===== config.mk =====
export PLATFORM = sky130hd
export DESIGN_NAME = risc0_host_port
export DESIGN_NICKNAME = d
export VERILOG_FILES = /design/src/rtl/risc0_host_port.sv
export SDC_FILE = /design/constraint.sdc
export NUM_CORES = 1
export LEC_CHECK = 0
export CORE_ASPECT_RATIO = 0.6
export CORE_MARGIN = 1
export CORE_UTILIZATION = 42
export DETAILED_ROUTE_END_ITERATION = 16
export PLACE_DENSITY = 0.84
export RECOVER_POWER = 50
export SYNTH_ARGS = -nofsm -noshare
export SYNTH_HDL_FRONTEND = slang
export SYNTH_SLANG_ARGS = --single-unit
export TNS_END_PERCENT = 50

===== constraint.sdc =====
create_clock -name clk -period 2.34 [get_ports clk]
set_input_delay 0.234 -clock clk [delete_from_list [all_inputs] [get_ports clk]]
set_output_delay 0.234 -clock clk [all_outputs]
set_load 0.05 [all_outputs]

===== src/rtl/risc0_host_port.sv =====
`default_nettype none
// ============================================================================
// Module  : risc0_host_port
// Purpose : Host-side bridge of the RISC0 executor. It routes host accesses to
//           a memory bus or to a local control/status register window.
// Revision: 1.0
// ============================================================================
module risc0_host_port #(
  parameter logic [31:0] REG_BASE = 32'hF000_0000,
  parameter int          TIMEOUT  = 255
) (
  input  logic        clk,
  input  logic        rst,
  input  logic [31:0] host_addr,
  input  logic [31:0] host_data_in,
  input  logic        host_we,
  input  logic        host_re,
  output logic [31:0] host_data_out,
  output logic        host_ready,
  output logic        mem_req,
  output logic        mem_we,
  output logic [31:0] mem_addr,
  output logic [31:0] mem_wdata,
  input  logic        mem_gnt,
  input  logic        mem_rvalid,
  input  logic [31:0] mem_rdata,
  output logic        start_execution,
  output logic [31:0] segment_threshold,
  output logic [31:0] max_cycles,
  input  logic        execution_done,
  input  logic        execution_error,
  input  logic [63:0] user_cycles,
  input  logic [63:0] total_cycles,
  input  logic [31:0] current_pc
);

  localparam logic [31:0] c_tmo_last  = 32'(TIMEOUT - 1);
  localparam logic [31:0] c_off_ctrl  = 32'h00;
  localparam logic [31:0] c_off_seg   = 32'h04;
  localparam logic [31:0] c_off_max   = 32'h08;
  localparam logic [31:0] c_off_pc    = 32'h0C;
  localparam logic [31:0] c_off_ulo   = 32'h10;
  localparam logic [31:0] c_off_uhi   = 32'h14;
  localparam logic [31:0] c_off_tlo   = 32'h18;
  localparam logic [31:0] c_off_thi   = 32'h1C;

  typedef enum logic [1:0] {
    S_IDLE     = 2'd0,
    S_MEM_REQ  = 2'd1,
    S_MEM_WAIT = 2'd2,
    S_RESP     = 2'd3
  } state_t;

  state_t      r_state, w_next;
  logic [31:0] r_addr, r_wdata, r_rdata, r_data_out;
  logic [31:0] r_seg, r_max, r_user_sh, r_total_sh, r_cnt;
  logic        r_we, r_is_reg, r_ready, r_running, r_bus_err;
  logic [31:0] w_off, w_reg_rdata;
  logic        w_tmo_hit, w_start, w_strobe;

  assign w_strobe  = host_we | host_re;
  assign w_off     = r_addr - REG_BASE;
  // A timeout only fires when the bus has not made progress in that cycle.
  assign w_tmo_hit = (r_cnt >= c_tmo_last) &&
                     (((r_state == S_MEM_REQ) && !mem_gnt) ||
                      ((r_state == S_MEM_WAIT) && !mem_rvalid));
  assign w_start   = (r_state == S_RESP) && r_we && r_is_reg && (w_off == c_off_ctrl) &&
                     r_wdata[0] && !r_running && !execution_done && !execution_error;

  always_comb begin
    w_next = r_state;
    case (r_state)
      S_IDLE:     if (w_strobe) w_next = (host_addr >= REG_BASE) ? S_RESP : S_MEM_REQ;
      S_MEM_REQ:  if (mem_gnt) w_next = r_we ? S_RESP : S_MEM_WAIT;
                  else if (w_tmo_hit) w_next = S_RESP;
      S_MEM_WAIT: if (mem_rvalid || w_tmo_hit) w_next = S_RESP;
      default:    w_next = S_IDLE;
    endcase
  end

  always_comb begin
    w_reg_rdata = 32'h0;
    case (w_off)
      c_off_ctrl: w_reg_rdata = {29'b0, r_bus_err, execution_error, execution_done};
      c_off_seg:  w_reg_rdata = r_seg;
      c_off_max:  w_reg_rdata = r_max;
      c_off_pc:   w_reg_rdata = current_pc;
      c_off_ulo:  w_reg_rdata = user_cycles[31:0];
      c_off_uhi:  w_reg_rdata = r_user_sh;
      c_off_tlo:  w_reg_rdata = total_cycles[31:0];
      c_off_thi:  w_reg_rdata = r_total_sh;
      default:    w_reg_rdata = 32'h0;
    endcase
  end

  always_ff @(posedge clk) begin
    if (rst) begin
      r_state    <= S_IDLE;
      r_addr     <= 32'h0;
      r_wdata    <= 32'h0;
      r_rdata    <= 32'h0;
      r_data_out <= 32'h0;
      r_seg      <= 32'd1000;
      r_max      <= 32'd10000;
      r_user_sh  <= 32'h0;
      r_total_sh <= 32'h0;
      r_cnt      <= 32'h0;
      r_we       <= 1'b0;
      r_is_reg   <= 1'b0;
      r_ready    <= 1'b0;
      r_running  <= 1'b0;
      r_bus_err  <= 1'b0;
    end else begin
      r_state <= w_next;
      r_ready <= (r_state == S_RESP);

      if (r_state == S_IDLE) begin
        r_cnt <= 32'h0;
        if (w_strobe) begin
          r_addr   <= host_addr;
          r_wdata  <= host_data_in;
          r_we     <= host_we;
          r_is_reg <= (host_addr >= REG_BASE);
        end
      end else if (r_state == S_MEM_REQ || r_state == S_MEM_WAIT) begin
        r_cnt <= r_cnt + 32'd1;
      end

      if (r_state == S_MEM_WAIT && mem_rvalid) r_rdata <= mem_rdata;
      if (w_tmo_hit) begin
        r_rdata   <= 32'hFFFF_FFFF;
        r_bus_err <= 1'b1;
      end

      if (r_state == S_RESP && !r_we) begin
        r_data_out <= r_is_reg ? w_reg_rdata : r_rdata;
        if (r_is_reg && w_off == c_off_ulo) r_user_sh  <= user_cycles[63:32];
        if (r_is_reg && w_off == c_off_tlo) r_total_sh <= total_cycles[63:32];
      end

      if (r_state == S_RESP && r_we && r_is_reg) begin
        case (w_off)
          c_off_ctrl: if (r_wdata[1]) r_bus_err <= 1'b0;
          c_off_seg:  r_seg <= r_wdata;
          c_off_max:  r_max <= r_wdata;
          default:    ;
        endcase
      end

      // A finishing executor overrides a simultaneous start request.
      if (execution_done || execution_error) r_running <= 1'b0;
      else if (w_start)                      r_running <= 1'b1;
    end
  end

  assign host_data_out     = r_data_out;
  assign host_ready        = r_ready;
  assign mem_req           = (r_state == S_MEM_REQ);
  assign mem_we            = (r_state == S_MEM_REQ) && r_we;
  assign mem_addr          = r_addr;
  assign mem_wdata         = r_wdata;
  assign start_execution   = w_start;
  assign segment_threshold = r_seg;
  assign max_cycles        = r_max;

endmodule
`default_nettype wire


==> results.yml <==
power:
  power_density_nw_per_um2: 814
  power.leakage_nw: 7.10
  sw_frac_of_total_pct: 36.2
  vdd_ir_drop_max_mv: 0.550
  p_sw_mw: 6.00
  power.internal_mw: 10.6
  power_mw: 16.6
  power.share.sequential_pct: 36.2
  pwr-share-clk_pct: 30.5
  power_frac_comb_pct: 33.4
yosys:
  yosysSeqAreaShare_pct: 44.6
  yosys.area.top_type_share_pct: 44.6
  syn_inst: 1564
  syn_area_per_cell_um2: 8.47
  yosys.area.top_type: "dfxtp_1"
  synth_edf_count: 0
  synth_ff_type: "dfxtp_1"
  syn_area_um2: 13300
  yosysWarningCount: 0
  syn_nets: 1834
  yosysUniqueCellTypes: 56
  netlist_top_cells_count: "295 x dfxtp_1, 217 x nand2_1, 195 x nor2_1"
  synth_most_common_cell: "dfxtp_1"
  async_reset_ff_share_pct: 0
  synth-seq-cells: 295
  ys_top_cells_by_area: "dfxtp_1 45%, mux2i_1 9.1%, nand2_1 6.1%"
floorplanning:
  core_area_um2: 30500
  die_w_um: 231
  die_area_um2: 32300
  die_h_um: 140
  initial_core_util_pct: 43.5
  io_pins: 428
  row_count: 49
sta:
  fin_hold_ws_ns: 0.0425
  worst_slack_ns: -0.147
  finalCriticalPeriod_ns: 2.49
  hold_viol: 0
  max_freq_mhz: 402
  drv_slew: 0
  slew_headroom_pct: 38.0
  setup_violations: 53
  rsz0062_at_grt: "true"
  skew_ns: 0.0298
  worst_slew_pin_slew_ns: 0.930
  fin_crit_sh_pct: 106
layout:
  drive_gt1_share_pct: 12.4
  final_cell_area_um2: 20300
  areaGrowthSynthToFinish_pct: 53.5
  instances_no_fill: 2474
  nets: 2306
critical_path:
  crit_type: "reg2reg"
  crit_chain: "nor4_4, nand4_1, buf_12, buf_4, buf_6, buf_4, nor3_1, a2111oi_0, buf_4, a211oi_1"
  endpoint_kind: "register"
  r2r_slack_ns: -0.15
  crit_required_ns: 2.83
  crit_buf_inv: 5
  cp_common_cell: "buf_4"
  cp_slowest_cell: "dfxtp_2"
  path_delay_family: "simple AND/OR/NAND/NOR gates"
  cpPeakStageDelay_ns: 0.33
  cp_max_fo: 18
  startpoint_type: "register"
  critPathArrivalTime_ns: 2.98
routing:
  drcViolationCount: 0
  vias_per_cell: 5.78
  wl_per_cell_um: 23.0
  ant_nets: 0
  wl_mm: 57.0
  drt_iter0_drc: 1665
  first_pass_iters: 8
  route.vias.total: 14297
placement:
  portBuffers: 427
  place_inst: 2371
  hpwl_mm: 40.9
  place_ws_ns: -0.243
  gp_congestion: 0.914
  place_area_um2: 18500
clock_network:
  cts.sink_count: 295
  htreeDepth: 1
  clk_latency_ns: 0.57
  cts-root-buf: "clkbuf_16"
  tritoncts: "yes"
  clock_path_buffers: 3
  cts_inserted_buffers: 29
  ctsHoldBuffers: 0
  path_clk_slew_ns: 0.07
global_route:
  grt_pass1_wl_mm: 80.7
  grt_max_degree: 107
  grt_overflow_total: 0
  antenna_found_initial: 7
  track_usage_pct: 32.6
  first_global_vias: 13420
run_status:
  violations: "setup timing"
  status: "finished, violations left"
job:
  maxCapViolations: 0
worst_hold_path:
  hp-class: "in2reg"
-- area by class of cell --
| cell class | count | area (um^2) |
|---|---|---|
| Timing Repair Buffer | 556 | 5790 |
| Antenna cell | 8 | 20.0 |
| Fill cell | 2406 | 10100 |
| Tap cell | 408 | 510 |
| Multi-Input combinational cell | 1065 | 6760 |
| Clock inverter | 14 | 185 |
| Clock buffer | 39 | 833 |
| Inverter | 89 | 334 |
| Sequential cell | 295 | 5920 |
-- kinds of logic after synthesis --
| family | synth area share [%] |
|---|---|
| AND/OR/NAND/NOR | 20.5 |
| AO/OA/AOI/OAI | 16.1 |
| flip-flops | 44.6 |
| buffers and inverters | 6.61 |
| multiplexers | 9.74 |
| XOR/XNOR | 1.92 |
| adder cells (fa/ha/maj) | 0.566 |
-- path summary, 6_finish.rpt --
path,startpoint,endpoint,cells past startpoint
worst max-delay path,mem_addr[19],host_data_out[4],10
worst min-delay path,rst,mem_addr[29],2
worst max register to register,mem_addr[19],host_data_out[4],10
worst min register to register,r_bus_err,r_bus_err,2
-- cells in the final DEF (no fill, tap or decap), types with 14 or more instances in the layout --
cell type        Yosys  final
clkdlybuf4s50_1      0    421
dfxtp_1            295    286
nand2_1            217    217
nor2_1             195    190
mux2i_1            120    113
inv_1               89     89
a21oi_1             79     79
buf_4                7     78
nor3_1              71     66
o21ai_0             50     49
a31oi_1             39     39
clkbuf_16            0     37
buf_12               0     28
a211oi_1            30     26
a22oi_1             26     26
a22o_1              24     24
nor4_1              21     19
xnor2_1             18     18
o22ai_1             18     18
nand4_1             16     16
a222oi_1            14     14
-- worst register-to-register path: cells and delay by family (launching register included) --
family	cells	cell delay, ns
simple gates	3	0.86
buf+inv	5	0.82
compound gates	2	0.36
flops	1	0.33
-- metrics by stage --
step | util (%) | setup TNS (ns)
floorplan | - | -0.0473
global placement | 60.7 | -1.25
detailed placement | 60.7 | -3.24
CTS | 64.6 | -0.203
global route | 66.8 | -9.90
finish | 66.8 | -2.55
-- power by group through the flow --
stage / Clock, mW / Sequential, mW / Combinational (mW)
detailed placement: 0 / 6.06 / 5.19
CTS: 5.07 / 5.97 / 5.29
global route: 5.30 / 6.04 / 5.81
global placement: 0 / 6.03 / 5.13
floorplan: 0 / 7.19 / 1.78
finish: 5.05 / 5.99 / 5.53
-- repair_timing --
| action | 4_1_cts | 5_1_grt |
|---|---|---|
| buffers inserted | 9 | 24 |
| pin swaps | 7 | 24 |
| cloned | 1 | 10 |
| setup endpoints to repair | 68 | 129 |
| gates resized for setup | 18 | 71 |
-- per-layer routing --
layer  up-vias  GRT usage [%]  part of all wire, %
met2       876           52.6                   45
met3       151           8.34                   11
met4         0           9.93                  3.6
met5         -              0                    0
li1       6451              -                    -
met1      6819           42.7                   40
Note: power is estimated with default switching activity, not from simulation.
